===== src/rtl/particle_mem_pkg.sv =====
// Shared types and helpers for the particle memory write path.
package particle_mem_pkg;

  // Default packed particle width; modules carry their own DATA_WIDTH parameter.
  localparam int PARTICLE_DEFAULT_WIDTH = 16;

  typedef logic [PARTICLE_DEFAULT_WIDTH-1:0] particle_t;

  typedef enum logic [2:0] {
    IDLE        = 3'd0,
    WRITE       = 3'd1,
    VERIFY_RD   = 3'd2,
    VERIFY_WAIT = 3'd3,
    VERIFY_CMP  = 3'd4
  } writer_state_t;

  // BRAM read latency in cycles for a given RAM_PERFORMANCE mode.
  function automatic int read_latency(input string mode);
    return (mode == "LOW_LATENCY") ? 1 : 2;
  endfunction

endpackage


===== src/rtl/particle_write_fifo.sv =====
// Synchronous write buffer for particle_writer. Head entry is visible
// combinationally; pushes when full and pops when empty are ignored.
// A pop does not free a slot for a push in the same cycle, because full
// is taken from the registered count.
module particle_write_fifo #(
  parameter int WIDTH = 18,
  parameter int DEPTH = 4
) (
  input  logic                     clk,
  input  logic                     rst,
  input  logic                     push,
  input  logic [WIDTH-1:0]         push_data,
  input  logic                     pop,
  output logic [WIDTH-1:0]         head_data,
  output logic                     full,
  output logic                     empty,
  output logic [$clog2(DEPTH):0]   count
);
  import particle_mem_pkg::*;

  localparam int PW = $clog2(DEPTH);

  logic [WIDTH-1:0] store [DEPTH];
  logic [PW-1:0]    wr_ptr;
  logic [PW-1:0]    rd_ptr;
  logic             do_push;
  logic             do_pop;

  assign full      = (count == (PW+1)'(DEPTH));
  assign empty     = (count == '0);
  assign do_push   = push && !full;
  assign do_pop    = pop && !empty;
  assign head_data = store[rd_ptr];

  // Storage array; contents need no reset since count gates visibility.
  always_ff @(posedge clk) begin
    if (do_push) store[wr_ptr] <= push_data;
  end

  // Pointer and occupancy tracking.
  always_ff @(posedge clk or posedge rst) begin
    if (rst) begin
      wr_ptr <= '0;
      rd_ptr <= '0;
      count  <= '0;
    end else begin
      if (do_push) wr_ptr <= wr_ptr + 1'b1;
      if (do_pop)  rd_ptr <= rd_ptr + 1'b1;
      case ({do_push, do_pop})
        2'b10:   count <= count + 1'b1;
        2'b01:   count <= count - 1'b1;
        default: count <= count;
      endcase
    end
  end

endmodule


===== src/rtl/particle_writer.sv =====
// Write-back end of the particle memory path: buffers updated particles and
// commits one per memory grant. Optional read-back verification is enabled
// by defining PARTICLE_WRITER_VERIFY_EN (adds mem_in / verify_error).
module particle_writer #(
  parameter int    ADDR_WIDTH            = 2,
  parameter int    DATA_WIDTH            = 16,
  parameter int    PARTICLE_COUNTER_SIZE = 2,
  parameter int    PARTICLE_COUNT        = 4,
  parameter int    FIFO_DEPTH            = 4,
  parameter string RAM_PERFORMANCE       = "HIGH_PERFORMANCE"
) (
  input  logic                             clk_in,
  input  logic                             rst,
  input  logic                             update_valid,
  input  logic [DATA_WIDTH-1:0]            update_data,
  input  logic [PARTICLE_COUNTER_SIZE-1:0] update_idx,
  output logic                             update_ready,
  input  logic                             mem_grant,
  output logic [ADDR_WIDTH-1:0]            addr_out,
  output logic [DATA_WIDTH-1:0]            mem_out,
  output logic                             mem_enable,
  output logic                             mem_write_enable,
  output logic                             write_finished,
  output logic                             frame_done,
  output logic [$clog2(FIFO_DEPTH):0]      pending
`ifdef PARTICLE_WRITER_VERIFY_EN
  ,
  input  logic [DATA_WIDTH-1:0]            mem_in,
  output logic                             verify_error
`endif
);
  import particle_mem_pkg::*;

  localparam int EW       = PARTICLE_COUNTER_SIZE + DATA_WIDTH;
  localparam int FW       = $clog2(PARTICLE_COUNT + 1);
  localparam int READ_LAT = read_latency(RAM_PERFORMANCE);
  localparam logic [FW-1:0] FRAME_LAST = FW'(PARTICLE_COUNT - 1);

  // Parameter sanity checks at elaboration.
  if (PARTICLE_COUNT < 1 || FIFO_DEPTH < 2 || (FIFO_DEPTH & (FIFO_DEPTH - 1)) != 0
      || READ_LAT < 1) begin : g_bad_params
    $error("particle_writer: invalid parameter set");
  end

  writer_state_t                    state;
  logic [FW-1:0]                    frame_cnt;
  logic [EW-1:0]                    head;
  logic [PARTICLE_COUNTER_SIZE-1:0] head_idx;
  logic [DATA_WIDTH-1:0]            head_payload;
  logic [ADDR_WIDTH-1:0]            head_addr;
  logic                             fifo_full;
  logic                             fifo_empty;
  logic                             pop;
  logic                             frame_last;

  particle_write_fifo #(
    .WIDTH (EW),
    .DEPTH (FIFO_DEPTH)
  ) u_fifo (
    .clk       (clk_in),
    .rst       (rst),
    .push      (update_valid),
    .push_data ({update_idx, update_data}),
    .pop       (pop),
    .head_data (head),
    .full      (fifo_full),
    .empty     (fifo_empty),
    .count     (pending)
  );

  assign update_ready = !fifo_full;
  assign {head_idx, head_payload} = head;
  assign pop        = (state == IDLE) && !fifo_empty && mem_grant;
  assign frame_last = (frame_cnt == FRAME_LAST);

  // Index to address: zero-extend a narrow index, drop high bits of a wide one.
  if (PARTICLE_COUNTER_SIZE >= ADDR_WIDTH) begin : g_addr_trunc
    assign head_addr = head_idx[ADDR_WIDTH-1:0];
  end else begin : g_addr_ext
    assign head_addr = {{(ADDR_WIDTH-PARTICLE_COUNTER_SIZE){1'b0}}, head_idx};
  end

`ifdef PARTICLE_WRITER_VERIFY_EN
  logic [1:0] wait_cnt;

  // Commit FSM with read-back verify; the port is held from grant through VERIFY_CMP.
  always_ff @(posedge clk_in or posedge rst) begin
    if (rst) begin
      state            <= IDLE;
      frame_cnt        <= '0;
      addr_out         <= '0;
      mem_out          <= '0;
      mem_enable       <= 1'b0;
      mem_write_enable <= 1'b0;
      write_finished   <= 1'b0;
      frame_done       <= 1'b0;
      verify_error     <= 1'b0;
      wait_cnt         <= '0;
    end else begin
      write_finished <= 1'b0;
      frame_done     <= 1'b0;
      case (state)
        IDLE: begin
          if (pop) begin
            addr_out         <= head_addr;
            mem_out          <= head_payload;
            mem_enable       <= 1'b1;
            mem_write_enable <= 1'b1;
            state            <= WRITE;
          end
        end
        WRITE: begin
          mem_write_enable <= 1'b0;
          state            <= VERIFY_RD;
        end
        VERIFY_RD: begin
          wait_cnt <= 2'(READ_LAT - 1);
          state    <= VERIFY_WAIT;
        end
        VERIFY_WAIT: begin
          if (wait_cnt == '0) begin
            write_finished <= 1'b1;
            frame_done     <= frame_last;
            frame_cnt      <= frame_last ? '0 : frame_cnt + 1'b1;
            state          <= VERIFY_CMP;
          end else begin
            wait_cnt <= wait_cnt - 1'b1;
          end
        end
        VERIFY_CMP: begin
          if (mem_in != mem_out) verify_error <= 1'b1;
          mem_enable <= 1'b0;
          state      <= IDLE;
        end
        default: state <= IDLE;
      endcase
    end
  end
`else
  // Commit FSM: one write strobe per grant, strobe cycle followed by a recovery cycle.
  always_ff @(posedge clk_in or posedge rst) begin
    if (rst) begin
      state            <= IDLE;
      frame_cnt        <= '0;
      addr_out         <= '0;
      mem_out          <= '0;
      mem_enable       <= 1'b0;
      mem_write_enable <= 1'b0;
      write_finished   <= 1'b0;
      frame_done       <= 1'b0;
    end else begin
      write_finished <= 1'b0;
      frame_done     <= 1'b0;
      case (state)
        IDLE: begin
          if (pop) begin
            addr_out         <= head_addr;
            mem_out          <= head_payload;
            mem_enable       <= 1'b1;
            mem_write_enable <= 1'b1;
            write_finished   <= 1'b1;
            frame_done       <= frame_last;
            frame_cnt        <= frame_last ? '0 : frame_cnt + 1'b1;
            state            <= WRITE;
          end
        end
        WRITE: begin
          mem_enable       <= 1'b0;
          mem_write_enable <= 1'b0;
          state            <= IDLE;
        end
        default: state <= IDLE;
      endcase
    end
  end
`endif

endmodule


===== config.mk =====
export PLATFORM = sky130hd
export DESIGN_NAME = particle_writer
export DESIGN_NICKNAME = d
export VERILOG_FILES = /design/src/rtl/particle_mem_pkg.sv /design/src/rtl/particle_write_fifo.sv /design/src/rtl/particle_writer.sv
export SDC_FILE = /design/constraint.sdc
export NUM_CORES = 1
export LEC_CHECK = 0
export BUFFER_PORTS_ARGS = -buffer_cell sky130_fd_sc_hd__buf_4
export CORE_UTILIZATION = 25
export DETAILED_ROUTE_END_ITERATION = 8
export GPL_ROUTABILITY_DRIVEN = 0
export GPL_TIMING_DRIVEN = 0
export PLACE_DENSITY = 0.46
export SLEW_MARGIN = 20
export SYNTH_ARGS = -nofsm -noshare
export SYNTH_HDL_FRONTEND = slang
export SYNTH_SLANG_ARGS = --single-unit

===== constraint.sdc =====
create_clock -name clk_in -period 2.6 [get_ports clk_in]
set_input_delay 0.52 -clock clk_in [delete_from_list [all_inputs] [get_ports clk_in]]
set_output_delay 0.52 -clock clk_in [all_outputs]
set_load 0.05 [all_outputs]

-- Word level (Yosys, flattened, before mapping)
Memories as Yosys holds them, arrays and structs flattened. A register that Yosys moved wholly into a read port is not among the register bits.
Cells that the tools add are included.
- $add $sub $neg: 5
- equal/unequal tests: 6
- muxes and demuxes: 12
- reductions and logical operators: 12
- operators with widths (cell ; number):
    $mux 3 ; 3
    $mux 1 ; 7
    $add 3x1->3 const B ; 2
    $logic_not 3->1 ; 2
    $pmux 3 s2 ; 1
    $add 2x1->2 const B ; 2
    $logic_and 1x1->1 ; 4
    $reduce_and 2->1 ; 2
    $reduce_bool 2->1 ; 2
    $eq 3x1->1 const B ; 1
    $eq 3x2->1 const B ; 1
    $eq 3x3->1 const B ; 1
    $sub 3x1->3 const B ; 1
    $eq 2x1->1 const B ; 1
    $eq 2x2->1 const B ; 1
    $logic_not 1->1 ; 2
    $ne 2x1->1 const B ; 1
    $pmux 1 s2 ; 1
- register bits: 16
- bits in writable memories: 72
- output and inout bits: 26
- memories: 1
- memory list (name ; depth ; width ; read ports ; clocked after Yosys merged registers in ; wr ports ; line ; text):
    u_fifo.store ; 4 ; 18 ; 1 ; 1 ; 1 ; particle_write_fifo.sv:23 ; logic [WIDTH-1:0] store [DEPTH];

-- Logic depth before layout (Yosys ltp)
- word-level depth: 7
- mapped depth: 9

-- Hierarchy
From an unflattened synthesis, not the netlist that was laid out.
- cells, all modules: 232
- area total of the unflattened synthesis: 4016.4 sq um
- modules (own cells, without submodules) (module ; instances ; cells each ; area each (sq um) ; sequential area each (sq um)):
    particle_write_fifo ; 1 ; 132 ; 3041.7 ; 2337.2
    particle_writer ; 1 ; 100 ; 974.7 ; 600.6

-- Worst setup path after synthesis
OpenSTA, ideal clock, no wires.
- path kind: register to register
- from: register u_fifo.count[2]
- to: register u_fifo.count[2]
- setup time: 0.082 ns
- arrival: 2.419 ns
- required time: 2.518 ns
- slack: 0.099 ns
- cell stages (with the launch flop): 10
- buffers on the path: 0
- clock period less this slack: 2.501 ns
- cell sequence: dfrtp_1 -> or3b_4 -> and2_4 -> inv_1 -> ha_1 -> inv_1 -> fa_1 -> xor2_1 -> nor2_1 -> xor2_1
- elaborated cells between the ends (all ways): 14
- RTL lines (what ; line ; text):
    start, declared ; particle_write_fifo.sv:17 ; output logic [$clog2(DEPTH):0] count
    start signal, assigned ; particle_write_fifo.sv:50 ; 2'b10: count <= count + 1'b1;
    start signal, assigned ; particle_write_fifo.sv:51 ; 2'b01: count <= count - 1'b1;
    start signal, assigned ; particle_write_fifo.sv:52 ; default: count <= count;
    $eq 3x3->1 (*) ; particle_write_fifo.sv:29 ; assign full = (count == (PW+1)'(DEPTH));
    $logic_not 1->1 (*) ; -- ;
    named net update_ready ; particle_writer.sv:17 ; output logic update_ready,
    $logic_and 1x1->1 (*) ; particle_write_fifo.sv:31 ; assign do_push = push && !full;
    $eq 2x1->1 or $eq 2x2->1 (tied branches) ; particle_write_fifo.sv:49 ; case ({do_push, do_pop})
    $pmux 3 s2 or $reduce_bool 2->1 (tied branches) ; -- ;
The timed path passes the listed nets; every way through them passes the cells marked *.
A chain may end at the register's enable or synchronous reset.

-- Final worst setup path
- from: register u_fifo.count[0]
- to: register u_fifo.count[2]
- cells in the longest elaborated chain, start to end: 7
- elaborated cells between the ends (all ways): 14
- ends and longest elaborated chain (what ; line ; text):
    $logic_not 3->1 ; particle_write_fifo.sv:30 ; assign empty = (count == '0);
    $logic_not 1->1 ; particle_write_fifo.sv:32, particle_writer.sv:73 ;
    $logic_and 1x1->1 (2 in a row) ; particle_writer.sv:73 ; assign pop = (state == IDLE) && !fifo_empty && mem_grant;
    $logic_and 1x1->1 ; particle_write_fifo.sv:32 ; assign do_pop = pop && !empty;
    $eq 2x1->1 or $eq 2x2->1 (tied branches) ; particle_write_fifo.sv:49 ;
    $pmux 3 s2 or $reduce_bool 2->1 (tied branches) ; -- ;
Parallel ways exist; a longest one is shown, timed or not.

==> impl_metrics.toml <==
[cells_and_area]
layout-drive-gt1-share_pct = 40.40
nets = 274
diodes = 0
filler_cell_count = 1528
syn_to_final_growth_pct = 23.08

[worst_setup_path]
arrival_ns = 2.51
path_depth = 9
timing.rr.end = "u_fifo.count[2]"
crit_chain = "or3b_4 > and2_4 > inv_1 > ha_1 > inv_1 > fa_1 > xor2_1 > nor2_1 > xor2_1"
worst-path-buf-inv = 2
startpoint_type = "flip-flop"
endpoint = "u_fifo.count[2]"
rrSetupSlack_ns = 0.36
regToRegStartpoint = "u_fifo.count[0]"
end_kind = "flip-flop"
path_class = "flip-flop to flip-flop"
reg2reg_depth = 9
crit_path_start = "u_fifo.count[0]"
slowest_stage = "or3b_4"
path_delay_family = "simple AND/OR/NAND/NOR gates"
worstPathMaxFanout = 6
cp.required_ns = 2.87
max_stage_delay_ns = 0.46

[clock_tree]
insertion_delay_ns = 0.35
cts-htree-levels = 3
cts_root_buffer = "clkbuf_16"
clockBufferDepth = 2
cts_tree = "yes"
cts_buffers = 9
hold_buffers = 0
cts_setup_buffers = 0
clock-sinks = 103
clkTransAtPathRegs_ns = 0.07
cts_resized = 0

[timing]
finalSetupTns_ns = 0
drv_slew = 0
slew_headroom_pct = 28.81
setup_viol = 0
post-route-period-util_pct = 86.07
setup_slack_ns = 0.3622
final-hold-violation-count = 0
worstMarginPinSlew_ns = 1.068
maxClockFrequency_mhz = 446.9
rsz0062_at_grt = "no"
min_period_ns = 2.238
clock_skew_ns = 0.007534

[power_and_ir_drop]
power_frac_comb_pct = 38.0
intPower_uw = 3861
leakage_uw = 0.001879
p_switching_uw = 2202
vdd_drop_max_mv = 0.4582
sw_frac_of_total_pct = 36.31
p_clk_share_pct = 21.4
p_per_area_nw_per_um2 = 1228
seqPwrFrac_pct = 40.6

[synthesis]
ys_seq_area_share_pct = 73.24
syn_area_um2 = 4011
yosysWarnings = 0
ys_top_cells_by_area = "edfxtp_1 54%, dfrtp_1 19%, mux4_1 9.8%"
async_reset_ff_share_pct = 30.10
synth_edf_count = 72
post-synth-top-count-cell = "edfxtp_1"
synth_ff_type = "edfxtp_1"
syn_nets = 215
synth_top_area_share_pct = 53.90
ys_types = 24
avgSynthCellArea_um2 = 21.57
syn-instance-count = 186
synth_top_area_cell = "edfxtp_1"
synth-seq-cells = 103
yosys-top-cells-count = "72 x edfxtp_1, 31 x dfrtp_1, 20 x mux2_2, 15 x mux4_1, 8 x inv_1"

[route]
routed_wl_mm = 7.344
routedWlPerCell_um = 15.93
drtPass1Iterations = 4
viasPerCell = 4.048
initialDrtViolationCount = 100
remaining_drc_errors = 0
vias = 1866
ant_nets = 0

[global_route]
grt_pass1_wl_mm = 11.33
grt_pass1_vias = 1968
grt_max_degree = 23
antenna_found_initial = 0
overflow = 0
track_usage_pct = 9.811

[floorplanning]
fp.dieArea_um2 = 16560
num_rows = 45
start_util_pct = 26.00
die_height_um = 128.7
die-width_um = 128.7
design.core.area_um2 = 15430
io_pins = 48

[placement]
dp_hpwl_mm = 4.626
port_buffers = 47
post-place-ws_ns = 0.3900

[outcome]
status = "complete, no violations"

[run]
maxCapViolCount = 0

[worst_hold_path]
hold_class = "input port to async pin"
cell families (layout without fill, tap and decap cells):
logic type,Yosys count,count (layout),share of synthesized area [%]
mux,40,40,17.75
compound gates,2,2,0.2495
buf+inv,15,79,2.308
flops,103,103,73.24
simple gates,13,13,2.776
xor+xnor,6,6,1.310
fa+ha+maj,7,7,2.371
sequential cells by signal, indices dropped and copies added (netlist names):
name              count
addr_out              2
frame_cnt             3
frame_done            1
mem_out              16
mem_write_enable      1
u_fifo.count          3
u_fifo.rd_ptr         2
u_fifo.store         72
u_fifo.wr_ptr         2
write_finished        1
worst min path at each step:
stage                             from      endpoint  slack, ns  cells past startpoint
after floorplan           frame_cnt[2]  frame_cnt[2]       0.48                      2
final                              rst    mem_out[6]       0.12                      2
after global placement    frame_cnt[2]  frame_cnt[2]       0.49                      2
after detailed placement           rst    mem_out[4]       0.50                      2
after global routing               rst    mem_out[6]       0.13                      2
after CTS                          rst    mem_out[6]       0.12                      2
cells in the final DEF, fill, tap and decap left out, types with 3 or more instances in the layout:
master | netlist | routed
dfrtp_1 | 31 | 31
mux2_2 | 20 | 20
inv_1 | 8 | 7
edfxtp_1 | 72 | 72
mux4_2 | 3 | 3
clkbuf_16 | 0 | 9
mux4_1 | 15 | 15
buf_4 | 1 | 48
buf_6 | 4 | 4
inv_8 | 0 | 3
and3_1 | 5 | 5
xor2_1 | 4 | 4
ha_1 | 6 | 6
area by class of cell:
cell class              count  area, um2  share of cell area, %
flip-flops and latches    103       2938                  59.50
multi-input cells          68      980.9                  19.87
repair buffers             48      372.9                  7.552
well taps                 211      264.0                  5.347
clock buffers               9      225.2                  4.562
clock inverters             7      63.81                  1.292
plain buffers               7      62.56                  1.267
inverters                   8      30.03                 0.6082
through the flow:
step	total power, uW	cells	util [%]	hold WS (ns)	cell area (um2)
6_report	6063	461	32.00	0.1227	4937
5_1_grt	6391	461	32.00	0.1306	4937
3_5_place_dp	4866	445	30.13	0.4981	4648
2_1_floorplan	4148	186	-	0.4809	4011
4_1_cts	6194	461	32.00	0.1207	4937
3_3_place_gp	4816	444	30.00	0.4942	4628
metal layers:
layer	up-vias	track usage (%)	part of all wire (%)
met1	958	11.73	45
met2	41	16.38	50
met3	6	3.160	4.1
li1	861	-	-
met5	-	0	0
met4	0	3.945	1.2
power by group through the flow:
stage / clock network, uW / registers (uW) / logic [uW]
floorplan: 0 / 3080 / 1070
global placement: 0 / 2490 / 2320
detailed placement: 0 / 2510 / 2350
CTS: 1350 / 2480 / 2360
global route: 1400 / 2530 / 2460
finish: 1300 / 2460 / 2300
Note: power is estimated with default switching activity, not from simulation.
